[src/rtl/reg_ctx_transfer_ctrl.sv]
// Register-file context transfer controller.
// Spills (SAVE) or fills (RESTORE) a whole register file to or from one of
// NUM_CTX context slots in the register memory, one word at a time. Each
// memory access is handshaked with MEM_BUSYWAIT. The pipeline is stalled via
// BUSYWAIT until the transfer completes, and DONE then pulses for one cycle.
module reg_ctx_transfer_ctrl #(
  parameter int DATA_WIDTH = 32,
  parameter int NUM_REGS   = 32,
  parameter int REG_IDX_W  = 5,
  parameter int NUM_CTX    = 4,
  parameter int CTX_W      = 2,
  parameter int ADDR_WIDTH = 8,
  parameter int SKIP_X0    = 1
) (
  input  logic                  CLK,
  input  logic                  RESET,
  input  logic                  SAVE_REQ,
  input  logic                  RESTORE_REQ,
  input  logic [CTX_W-1:0]      CTX_ID,
  output logic                  BUSYWAIT,
  output logic                  DONE,
  output logic                  ERR,
  output logic [REG_IDX_W-1:0]  RF_ADDR,
  input  logic [DATA_WIDTH-1:0] RF_RDATA,
  output logic                  RF_WEN,
  output logic [DATA_WIDTH-1:0] RF_WDATA,
  output logic [ADDR_WIDTH-1:0] MEM_ADDR,
  output logic                  MEM_READ,
  output logic                  MEM_WRITE,
  output logic [DATA_WIDTH-1:0] MEM_WDATA,
  input  logic [DATA_WIDTH-1:0] MEM_RDATA,
  input  logic                  MEM_BUSYWAIT
);

  typedef enum logic [2:0] {
    IDLE    = 3'd0,
    SAVE_RD = 3'd1,
    SAVE_WR = 3'd2,
    REST_RD = 3'd3,
    REST_WR = 3'd4
  } state_t;

  // First and last register index visited by a transfer.
  localparam logic [REG_IDX_W-1:0] IDX_FIRST = REG_IDX_W'(SKIP_X0);
  localparam logic [REG_IDX_W-1:0] IDX_LAST  = REG_IDX_W'(NUM_REGS - 1);

  state_t                  state_r,  state_nx_s;
  logic [REG_IDX_W-1:0]    idx_r,    idx_nx_s;
  logic [CTX_W-1:0]        ctx_r,    ctx_nx_s;
  logic [DATA_WIDTH-1:0]   wbuf_r,   wbuf_nx_s;
  logic [DATA_WIDTH-1:0]   rbuf_r,   rbuf_nx_s;
  logic                    done_r,   done_nx_s;
  logic                    err_r,    err_nx_s;

  logic                    req_s;
  logic                    accept_s;
  logic                    ctx_bad_s;
  logic                    last_s;
  logic [ADDR_WIDTH-1:0]   addr_s;

  // A request is only taken in IDLE and never in a DONE/ERR cycle, which
  // gives the requestor one cycle to drop or change its request.
  assign req_s     = SAVE_REQ | RESTORE_REQ;
  assign accept_s  = (state_r == IDLE) & req_s & ~done_r & ~err_r;
  assign ctx_bad_s = (32'(CTX_ID) >= 32'(NUM_CTX));
  assign last_s    = (idx_r == IDX_LAST);
  assign addr_s    = ADDR_WIDTH'(ctx_r) * ADDR_WIDTH'(NUM_REGS) + ADDR_WIDTH'(idx_r);

  // State, index, context and data buffers; cleared asynchronously so a
  // partial transfer is abandoned.
  always_ff @(posedge CLK or posedge RESET) begin
    if (RESET) begin
      state_r <= IDLE;
      idx_r   <= '0;
      ctx_r   <= '0;
      wbuf_r  <= '0;
      rbuf_r  <= '0;
      done_r  <= 1'b0;
      err_r   <= 1'b0;
    end else begin
      state_r <= state_nx_s;
      idx_r   <= idx_nx_s;
      ctx_r   <= ctx_nx_s;
      wbuf_r  <= wbuf_nx_s;
      rbuf_r  <= rbuf_nx_s;
      done_r  <= done_nx_s;
      err_r   <= err_nx_s;
    end
  end

  // Next-state logic: walk every index, one RF access and one memory
  // handshake per register.
  always_comb begin
    state_nx_s = state_r;
    idx_nx_s   = idx_r;
    ctx_nx_s   = ctx_r;
    wbuf_nx_s  = wbuf_r;
    rbuf_nx_s  = rbuf_r;
    done_nx_s  = 1'b0;
    err_nx_s   = 1'b0;
    case (state_r)
      IDLE: begin
        if (accept_s) begin
          if (ctx_bad_s) begin
            err_nx_s = 1'b1;
          end else begin
            ctx_nx_s   = CTX_ID;
            idx_nx_s   = IDX_FIRST;
            state_nx_s = RESTORE_REQ ? REST_RD : SAVE_RD;
          end
        end else begin
          state_nx_s = IDLE;
        end
      end
      SAVE_RD: begin
        wbuf_nx_s  = RF_RDATA;
        state_nx_s = SAVE_WR;
      end
      SAVE_WR: begin
        if (!MEM_BUSYWAIT) begin
          if (last_s) begin
            state_nx_s = IDLE;
            done_nx_s  = 1'b1;
          end else begin
            idx_nx_s   = idx_r + REG_IDX_W'(1);
            state_nx_s = SAVE_RD;
          end
        end else begin
          state_nx_s = SAVE_WR;
        end
      end
      REST_RD: begin
        if (!MEM_BUSYWAIT) begin
          rbuf_nx_s  = MEM_RDATA;
          state_nx_s = REST_WR;
        end else begin
          state_nx_s = REST_RD;
        end
      end
      REST_WR: begin
        if (last_s) begin
          state_nx_s = IDLE;
          done_nx_s  = 1'b1;
        end else begin
          idx_nx_s   = idx_r + REG_IDX_W'(1);
          state_nx_s = REST_RD;
        end
      end
      default: begin
        state_nx_s = IDLE;
      end
    endcase
  end

  // Output decode from the registered state; everything idles at zero.
  always_comb begin
    BUSYWAIT  = ~RESET & ((state_r != IDLE) | accept_s);
    DONE      = done_r;
    ERR       = err_r;
    RF_ADDR   = '0;
    RF_WEN    = 1'b0;
    RF_WDATA  = '0;
    MEM_ADDR  = '0;
    MEM_READ  = 1'b0;
    MEM_WRITE = 1'b0;
    MEM_WDATA = '0;
    case (state_r)
      SAVE_RD: begin
        RF_ADDR = idx_r;
      end
      SAVE_WR: begin
        MEM_WRITE = 1'b1;
        MEM_ADDR  = addr_s;
        MEM_WDATA = wbuf_r;
      end
      REST_RD: begin
        MEM_READ = 1'b1;
        MEM_ADDR = addr_s;
      end
      REST_WR: begin
        RF_WEN   = 1'b1;
        RF_ADDR  = idx_r;
        RF_WDATA = rbuf_r;
      end
      default: begin
        RF_ADDR = '0;
      end
    endcase
  end

endmodule

[config.mk]
export PLATFORM = sky130hd
export DESIGN_NAME = reg_ctx_transfer_ctrl
export DESIGN_NICKNAME = d
export VERILOG_FILES = /design/src/rtl/reg_ctx_transfer_ctrl.sv
export SDC_FILE = /design/constraint.sdc
export NUM_CORES = 1
export LEC_CHECK = 0
export BUFFER_PORTS_ARGS = -buffer_cell sky130_fd_sc_hd__buf_2
export CELL_PAD_IN_SITES_DETAIL_PLACEMENT = 1
export CELL_PAD_IN_SITES_GLOBAL_PLACEMENT = 2
export CORE_MARGIN = 1.5
export CORE_UTILIZATION = 31
export DETAILED_ROUTE_END_ITERATION = 16
export GPL_ROUTABILITY_DRIVEN = 0
export HOLD_SLACK_MARGIN = 0.03
export PLACE_DENSITY = 0.83
export SKIP_LAST_GASP = 1
export SLEW_MARGIN = 20
export SYNTH_ARGS = -nofsm -noshare
export SYNTH_HDL_FRONTEND = slang
export SYNTH_SLANG_ARGS = --single-unit
[constraint.sdc]
create_clock -name CLK -period 4.4 [get_ports CLK]
set_input_delay 1.1 -clock CLK [delete_from_list [all_inputs] [get_ports CLK]]
set_output_delay 1.1 -clock CLK [all_outputs]
set_load 0.02 [all_outputs]
# Yosys cells after proc, flatten, opt, wreduce, memory -nomap -nowiden
# Cells that the tools add are included.
[classes] n_bitwise=8 addsub=2 mux=21 n_reduce_logical=8 n_eq_ne=7
[ops] cell="$mux W32" n=2
[ops] cell="$mux W5" n=4
[ops] cell="$pmux W3 S5" n=1
[ops] cell="$pmux W5 S3" n=1
[ops] cell="$add A7 B5 Y8" n=1
[ops] cell="$mux W8" n=1
[ops] cell="$eq A3 B2 Y1 const B" n=2
[ops] cell="$mux W1" n=6
[ops] cell="$mux W2" n=3
[ops] cell="$mux W3" n=2
[ops] cell="$reduce_bool A3 Y1" n=2
[ops] cell="$add A5 B1 Y5 const B" n=1
[ops] cell="$eq A5 B5 Y1 const B" n=1
[ops] cell="$ne A2 B2 Y1 const B" n=2
[ops] cell="$reduce_and A2 Y1" n=2
[ops] cell="$reduce_or A2 Y1" n=2
[ops] cell="$and A1 B1 Y1" n=3
[ops] cell="$eq A3 B1 Y1 const B" n=1
[ops] cell="$eq A3 B3 Y1 const B" n=1
[ops] cell="$logic_not A3 Y1" n=1
[ops] cell="$not A1 Y1" n=3
[ops] cell="$reduce_and A3 Y1" n=1
[ops] cell="$or A1 B1 Y1" n=2
[ops] cell="$pmux W1 S2" n=1
[word_totals] in_bits=71 ff_bits=75 wordCells=52 out_inout_bits=83

# Depth between registers and ports, before layout
# Gate-level depths: netlist (run 1).
[depth] word_depth=5 ltp_mapped=7 ltp_nobuf=7

# Least setup slack after synthesis (run 1)
# OpenSTA, ideal clock, no wires.
[synth_path] path_type="in2out" start="input port RESTORE_REQ" end="output port BUSYWAIT" path_stages=2 slack_ns=1.720 required_time_ns=3.300 n_path_buf=0 arrival_ns=1.580 cell_sequence="o21bai_1 a21oi_1"
[synth_between] elab_chain_cells=5
[synth_lines] element="start: declaration" line_no="18" rtl="input logic RESTORE_REQ,"
[synth_lines] element="$or A1 B1 Y1" line_no="63" rtl="assign req_s = SAVE_REQ | RESTORE_REQ;"
[synth_lines] element="$and A1 B1 Y1 (2 in a row)" line_no="64" rtl="assign accept_s = (state_r == IDLE) & req_s & ~done_r & ~err_r;"
[synth_lines] element="$or A1 B1 Y1" line_no="157" rtl="BUSYWAIT = ~RESET & ((state_r != IDLE) | accept_s);"
[synth_lines] element="$and A1 B1 Y1" line_no="157"
[synth_lines] element="end: declaration" line_no="20" rtl="output logic BUSYWAIT,"
# Every way passes these cells.

# Final worst setup path (run 1)
[layout_path] start="register state_r[2]" end="output port RF_WDATA[30]"
[layout_between] elab_chain_cells=2
[layout_lines] element="start: declaration" line_no="47" rtl="state_t state_r, state_nx_s;"
[layout_lines] element="start signal: assignment" line_no="81" rtl="state_r <= state_nx_s;"
[layout_lines] element="$eq A3 B3 Y1" line_no="167" rtl="case (state_r)"
[layout_lines] element="$mux W32" line_no="167"
[layout_lines] element="end: declaration" line_no="26" rtl="output logic [DATA_WIDTH-1:0] RF_WDATA,"
# Every way passes these cells.

==> results.toml, run 1 <==
[status]
outcome = "complete, no violations"

[clocking]
clock_pin_slew_worst_setup_and_hold_paths_ns = 0.06
cts_hold_buf = 0
clockBufferDepth = 2
latest_clock_arrival_within_the_worst_skew_pair_ns = 0.32
post_cts_resize_count = 0
postCtsSetupBuffers = 0
numCtsBuffers = 9
cts_num_sinks = 75
tritoncts_clock_tree = "yes"
clock-root-buffer = "clkbuf_16"
htree_levels = 3

[power]
peakVddDrop_uv = 264
cellLeakagePower_nw = 2.55
cellPowerDensity_nw_per_um2 = 704
power.total_mw = 3.35

[finish]
final_common_cell = "buf_2"
final_layout_size_suffix_gt1_share_pct = 47.9
area.growth.synth_to_final_pct = 34.2
fin_nets = 512
most-common-layout-cells = "buf_2, dfrtp_1, and2_1, and3_1, mux2_1"
num_antenna_cells = 0

[grt]
antenna_violations_before_repair = 0
pin_count_of_the_biggest_net_entering_global_routing = 52
number_of_global_route_vias_before_repair = 2907
grt_overflow_total = 0
track_usage_pct = 16.0
grt_first_pass_wirelength_um = 14600

[worst_setup_path]
worst-r2r-setup-slack_ns = 2.02
worst-endpoint-arrival_ns = 2.32
cp.required_ns = 3.30
capturing_point_of_the_worst_reg2reg_path = "idx_r[3]"
rr_worst_depth = 5
critical_path_peak_fanout = 33
worstSetupStartpointType = "flop"
crit_path_start = "state_r[2]"
worstSetupEndpointType = "output port"
worstSetupPathType = "flop to output port"
rr_startpoint = "state_r[2]"

[yosys]
synth_ff_type = "dfrtp_1"
synth-edff-count = 0
postSynth.asyncResetShare_pct = 100
yosysWarnings = 0
synth_seq_area_share_pct = 52.9
yosysUniqueCellTypes = 33
syn-mean-instance-area_sq_um = 12.2
netlist_area_sq_um = 3550
synthesis.instances = 290
postSynthRegisterBits = 75

[hold_path]
min_path_type = "flop to flop"
timing.hold.worst_endpoint = "rbuf_r[17]"
hold_depth = 1
min-delay-start = "rbuf_r[17]"

[sta]
timing.fmax_ghz = 0.292
hold_viol_final = 0
timing.max_slew.rel_slack_pct = 32.3
final.setup.tns_ns = 0
worstMarginPinSlew_ns = 1.01
unrepaired_setup_endpoints_after_global_routing = "false"
timing.final.setup_violations = 0
drv_slew = 0
fin_worst_skew_ns = 0.00974
layout_min_cycle_time_ns = 3.42
period_share_pct = 77.7

[placement]
post-dp-hpwl_um = 6820
io_buffers = 151

[detailed_routing]
firstDrtPassIters = 4
vias_per_cell = 4.65
postRouteWirelength_um = 9370
via_count = 2711
drtIter0Drc = 94
drc = 0
detail_route.wl_per_cell_um = 16.1
final_antenna_net_count = 0

[floorplanning]
core_area_sq_um = 11000
die_height_um = 110
starting_density_of_the_core_pct = 32.3
row_count = 38
io_pins = 154
die-width_um = 110
design.die.area_sq_um = 12100

[job]
maxCapViolations = 0
## sequential cells by signal, summed over array words and instances, names as in the netlist
name,cells
wbuf_r,32
DONE,1
idx_r,5
rbuf_r,32
ctx_r,2
state_r,3
## power by group
part | leakage (nW) | internal (mW) | switching [mW]
registers | 0.898 | 1.03 | 0.201
logic | 1.50 | 0.597 | 0.722
clock network | 0.155 | 0.512 | 0.290
## cells in the mapped netlist (2+ instances only)
cell type | instances | area [sq um]
a22o_1 | 2 | 17.5
nor3_2 | 2 | 20.0
a211o_1 | 2 | 17.5
o21ai_0 | 3 | 15.0
dfrtp_1 | 75 | 1880
and3_1 | 34 | 213
a21oi_1 | 9 | 45.0
o21a_1 | 2 | 15.0
mux2_1 | 34 | 383
mux2_2 | 32 | 360
buf_4 | 5 | 37.5
nor3_1 | 3 | 15.0
nand2_1 | 2 | 7.51
ha_1 | 3 | 37.5
nor2_1 | 4 | 15.0
buf_2 | 5 | 25.0
nor2b_1 | 2 | 12.5
nand2b_1 | 4 | 25.0
and2_1 | 44 | 275
clkbuf_1 | 10 | 37.5
## how the worst max path moves through the flow
stage,end,slack (ns),cells after the start
after floorplan,DONE,1.39,1
after global placement,RF_WDATA[23],1.42,3
after detailed placement,RF_WDATA[30],1.33,3
after CTS,RF_WDATA[30],0.99,3
after global routing,RF_WDATA[10],0.79,3
final,RF_WDATA[30],0.98,3
## metrics by stage
step           setup slack, ns  instances  hold slack, ns  utilization, %  cell area, sq um
6_report                 0.980        583           0.476            43.4              4760
5_1_grt                  0.789        583           0.498            43.4              4760
4_1_cts                  0.991        583           0.485            43.4              4760
3_5_place_dp              1.33        567           0.470            40.4              4440
3_3_place_gp              1.42        567           0.459            40.4              4430
2_1_floorplan             1.39        291           0.449               -              3550
## worst max-delay path, cell delays in order, from the launching register on
cell	delay, ns
dfrtp_1	0.63
nor2b_2	0.91
and3_1	0.28
buf_2	0.17
## layer usage
metal  up-vias  track usage, %  routed length (um)
met3        14            3.70                 383
met1      1339            18.6                3700
li1       1290               -                   -
met2        68            28.1                5040
met5         -               0                   0
met4         0            6.96                 251
## kinds of logic after synthesis
| group | Yosys count | synth area share [%] |
|---|---|---|
| mux | 66 | 20.9 |
| xor+xnor | 1 | 0.247 |
| other cells | 1 | 0.106 |
| simple gates | 99 | 17.5 |
| fa+ha+maj | 3 | 1.06 |
| compound gates | 22 | 3.95 |
| buf+inv | 23 | 3.35 |
| flops | 75 | 52.9 |
## layout make-up
cell class | count | area, sq um
fill | 1223 | 6220
sequential | 75 | 1880
multi-input combinational | 193 | 1570
timing repair buffer | 157 | 801
clock buffer | 10 | 239
tap | 140 | 175
clock inverter | 6 | 88.8
inverter | 2 | 10.0
No activity file was read; power rests on OpenSTA's default activity.
==> inputs of run 2 (changes only) <==
--- a/config.mk
+++ b/config.mk
@@ -9,11 +9,11 @@
 export CELL_PAD_IN_SITES_DETAIL_PLACEMENT = 1
 export CELL_PAD_IN_SITES_GLOBAL_PLACEMENT = 2
 export CORE_MARGIN = 1.5
-export CORE_UTILIZATION = 31
+export CORE_UTILIZATION = 29
 export DETAILED_ROUTE_END_ITERATION = 16
 export GPL_ROUTABILITY_DRIVEN = 0
 export HOLD_SLACK_MARGIN = 0.03
-export PLACE_DENSITY = 0.83
+export PLACE_DENSITY = 0.78
 export SKIP_LAST_GASP = 1
 export SLEW_MARGIN = 20
 export SYNTH_ARGS = -nofsm -noshare
==> constraint.sdc (replaced) <==
create_clock -name CLK -period 3.4 [get_ports CLK]
set_input_delay 0.85 -clock CLK [delete_from_list [all_inputs] [get_ports CLK]]
set_output_delay 0.85 -clock CLK [all_outputs]
set_load 0.02 [all_outputs]
==> run 2 against run 1 <==
Against the previous run: setup slack lost 0.39 ns; cell count grew 1.2%; sequential share of layout area rose by 0.10 points; first-iteration DRC count grew 19%; utilization is 3.7 points lower; global-route usage fell by 0.68 points; die area rose by 6.7%; hold slack got worse by 0.0023 ns; clock skew down 0.0054 ns; wire length grew 0.11%; via count grew 2.0%; register-to-register slack worse by 0.77 ns; critical path type unchanged; largest cell class unchanged; largest power group unchanged.
==> results.toml, run 2 (synthesized netlist as in run 1, its figures left out) <==
[detailed_routing]
via_count = 2765
drc = 0
vias_per_cell = 4.69
detail_route.wl_per_cell_um = 15.9
firstDrtPassIters = 4
postRouteWirelength_um = 9380
drtIter0Drc = 112
final_antenna_net_count = 0

[floorplanning]
core_area_sq_um = 12000
starting_density_of_the_core_pct = 29.7
io_pins = 154
die_height_um = 114
row_count = 40
die-width_um = 114
design.die.area_sq_um = 12900

[grt]
track_usage_pct = 15.3
pin_count_of_the_biggest_net_entering_global_routing = 38
grt_first_pass_wirelength_um = 15500
antenna_violations_before_repair = 1
grt_overflow_total = 0
number_of_global_route_vias_before_repair = 2988

[power]
cellLeakagePower_nw = 2.54
peakVddDrop_uv = 321
cellPowerDensity_nw_per_um2 = 899
power.total_mw = 4.27

[worst_setup_path]
critical_path_peak_fanout = 34
worstSetupPathType = "flop to output port"
worst-r2r-setup-slack_ns = 1.25
worstSetupEndpointType = "output port"
rr_startpoint = "state_r[0]"
capturing_point_of_the_worst_reg2reg_path = "rbuf_r[12]"
rr_worst_depth = 4
crit_path_start = "state_r[2]"
cp.required_ns = 2.55
worstSetupEndpoint = "RF_WDATA[16]"
worstSetupStartpointType = "flop"
worst-endpoint-arrival_ns = 1.96

[clocking]
post_cts_resize_count = 0
tritoncts_clock_tree = "yes"
cts_hold_buf = 0
clockBufferDepth = 2
clock-root-buffer = "clkbuf_16"
numCtsBuffers = 9
latest_clock_arrival_within_the_worst_skew_pair_ns = 0.32
clock_pin_slew_worst_setup_and_hold_paths_ns = 0.05
htree_levels = 3
postCtsSetupBuffers = 0
cts_num_sinks = 75

[sta]
unrepaired_setup_endpoints_after_global_routing = "false"
layout_min_cycle_time_ns = 2.81
worstMarginPinSlew_ns = 0.585
timing.final.setup_violations = 0
holdWs_ns = 0.474
hold_viol_final = 0
final.setup.tns_ns = 0
worst_slack_ns = 0.590
drv_slew = 0
timing.fmax_ghz = 0.356
period_share_pct = 82.7
timing.max_slew.rel_slack_pct = 60.9
fin_worst_skew_ns = 0.00436

[placement]
dpl_cells = 574
post-dp-hpwl_um = 6800
placed_cell_area_sq_um = 4440
io_buffers = 151
preCtsSetupSlack_ns = 0.922

[finish]
fin_nets = 512
final_layout_size_suffix_gt1_share_pct = 47.2
num_antenna_cells = 0
most-common-layout-cells = "buf_2, dfrtp_1, and2_1, and3_1, mux2_1"
final_core_utilization_pct = 39.7
stdcell_area_sq_um = 4750
post_layout_nonfiller_instances = 590
largest_registers = "rbuf_r: 32 flops, wbuf_r: 32 flops, idx_r: 5 flops"
area.growth.synth_to_final_pct = 33.8
final_common_cell = "buf_2"

[hold_path]
min-delay-start = "rbuf_r[14]"
min_path_type = "flop to flop"

[status]
outcome = "complete, no violations"

[job]
maxCapViolations = 0
## run 2: cell count changes in the layout (fill, tap and decap cells not counted)
| cell | previous run | this run |
|---|---|---|
| clkbuf_1 | 0 | 3 |
| clkinvlp_4 | 2 | 0 |
| bufinv_16 | 2 | 1 |
| clkbuf_8 | 1 | 3 |
| clkinv_4 | 1 | 0 |
| inv_4 | 1 | 0 |
## run 2: final cells by class
cell class,count,area [sq um]
Clock buffer,15,278
Clock inverter,1,30.0
Fill cell,1365,7210
Inverter,2,8.76
Multi-Input combinational cell,193,1570
Sequential cell,75,1880
Tap cell,147,184
Timing Repair Buffer,157,801
## run 2: power by group
part	switching, mW	internal (mW)	total (mW)
registers	0.262	1.33	1.60
logic	0.937	0.772	1.71
clock network	0.335	0.629	0.964
total	1.53	2.74	4.27
## run 2: how the worst min path moves through the flow
stage,endpoint,slack (ns),cells after the start
finish,rbuf_r[14],0.47,1
global route,rbuf_r[25],0.50,1
CTS,rbuf_r[14],0.48,1
detailed placement,rbuf_r[14],0.47,1
global placement,wbuf_r[14],0.46,1
floorplan,wbuf_r[13],0.45,1
## run 2: routing by layer
metal	wire (um)	GRT usage [%]	vias to the layer above
met4	127	5.50	0
li1	-	-	1292
met2	4930	27.3	73
met3	508	3.83	7
met5	0	0	-
met1	3810	17.8	1393
## run 2: critical path: stages (launching register included)
cell and delay (ns):
dfrtp_1 0.64, nor2b_2 0.29, buf_4 0.32, and3_1 0.21, buf_2 0.17
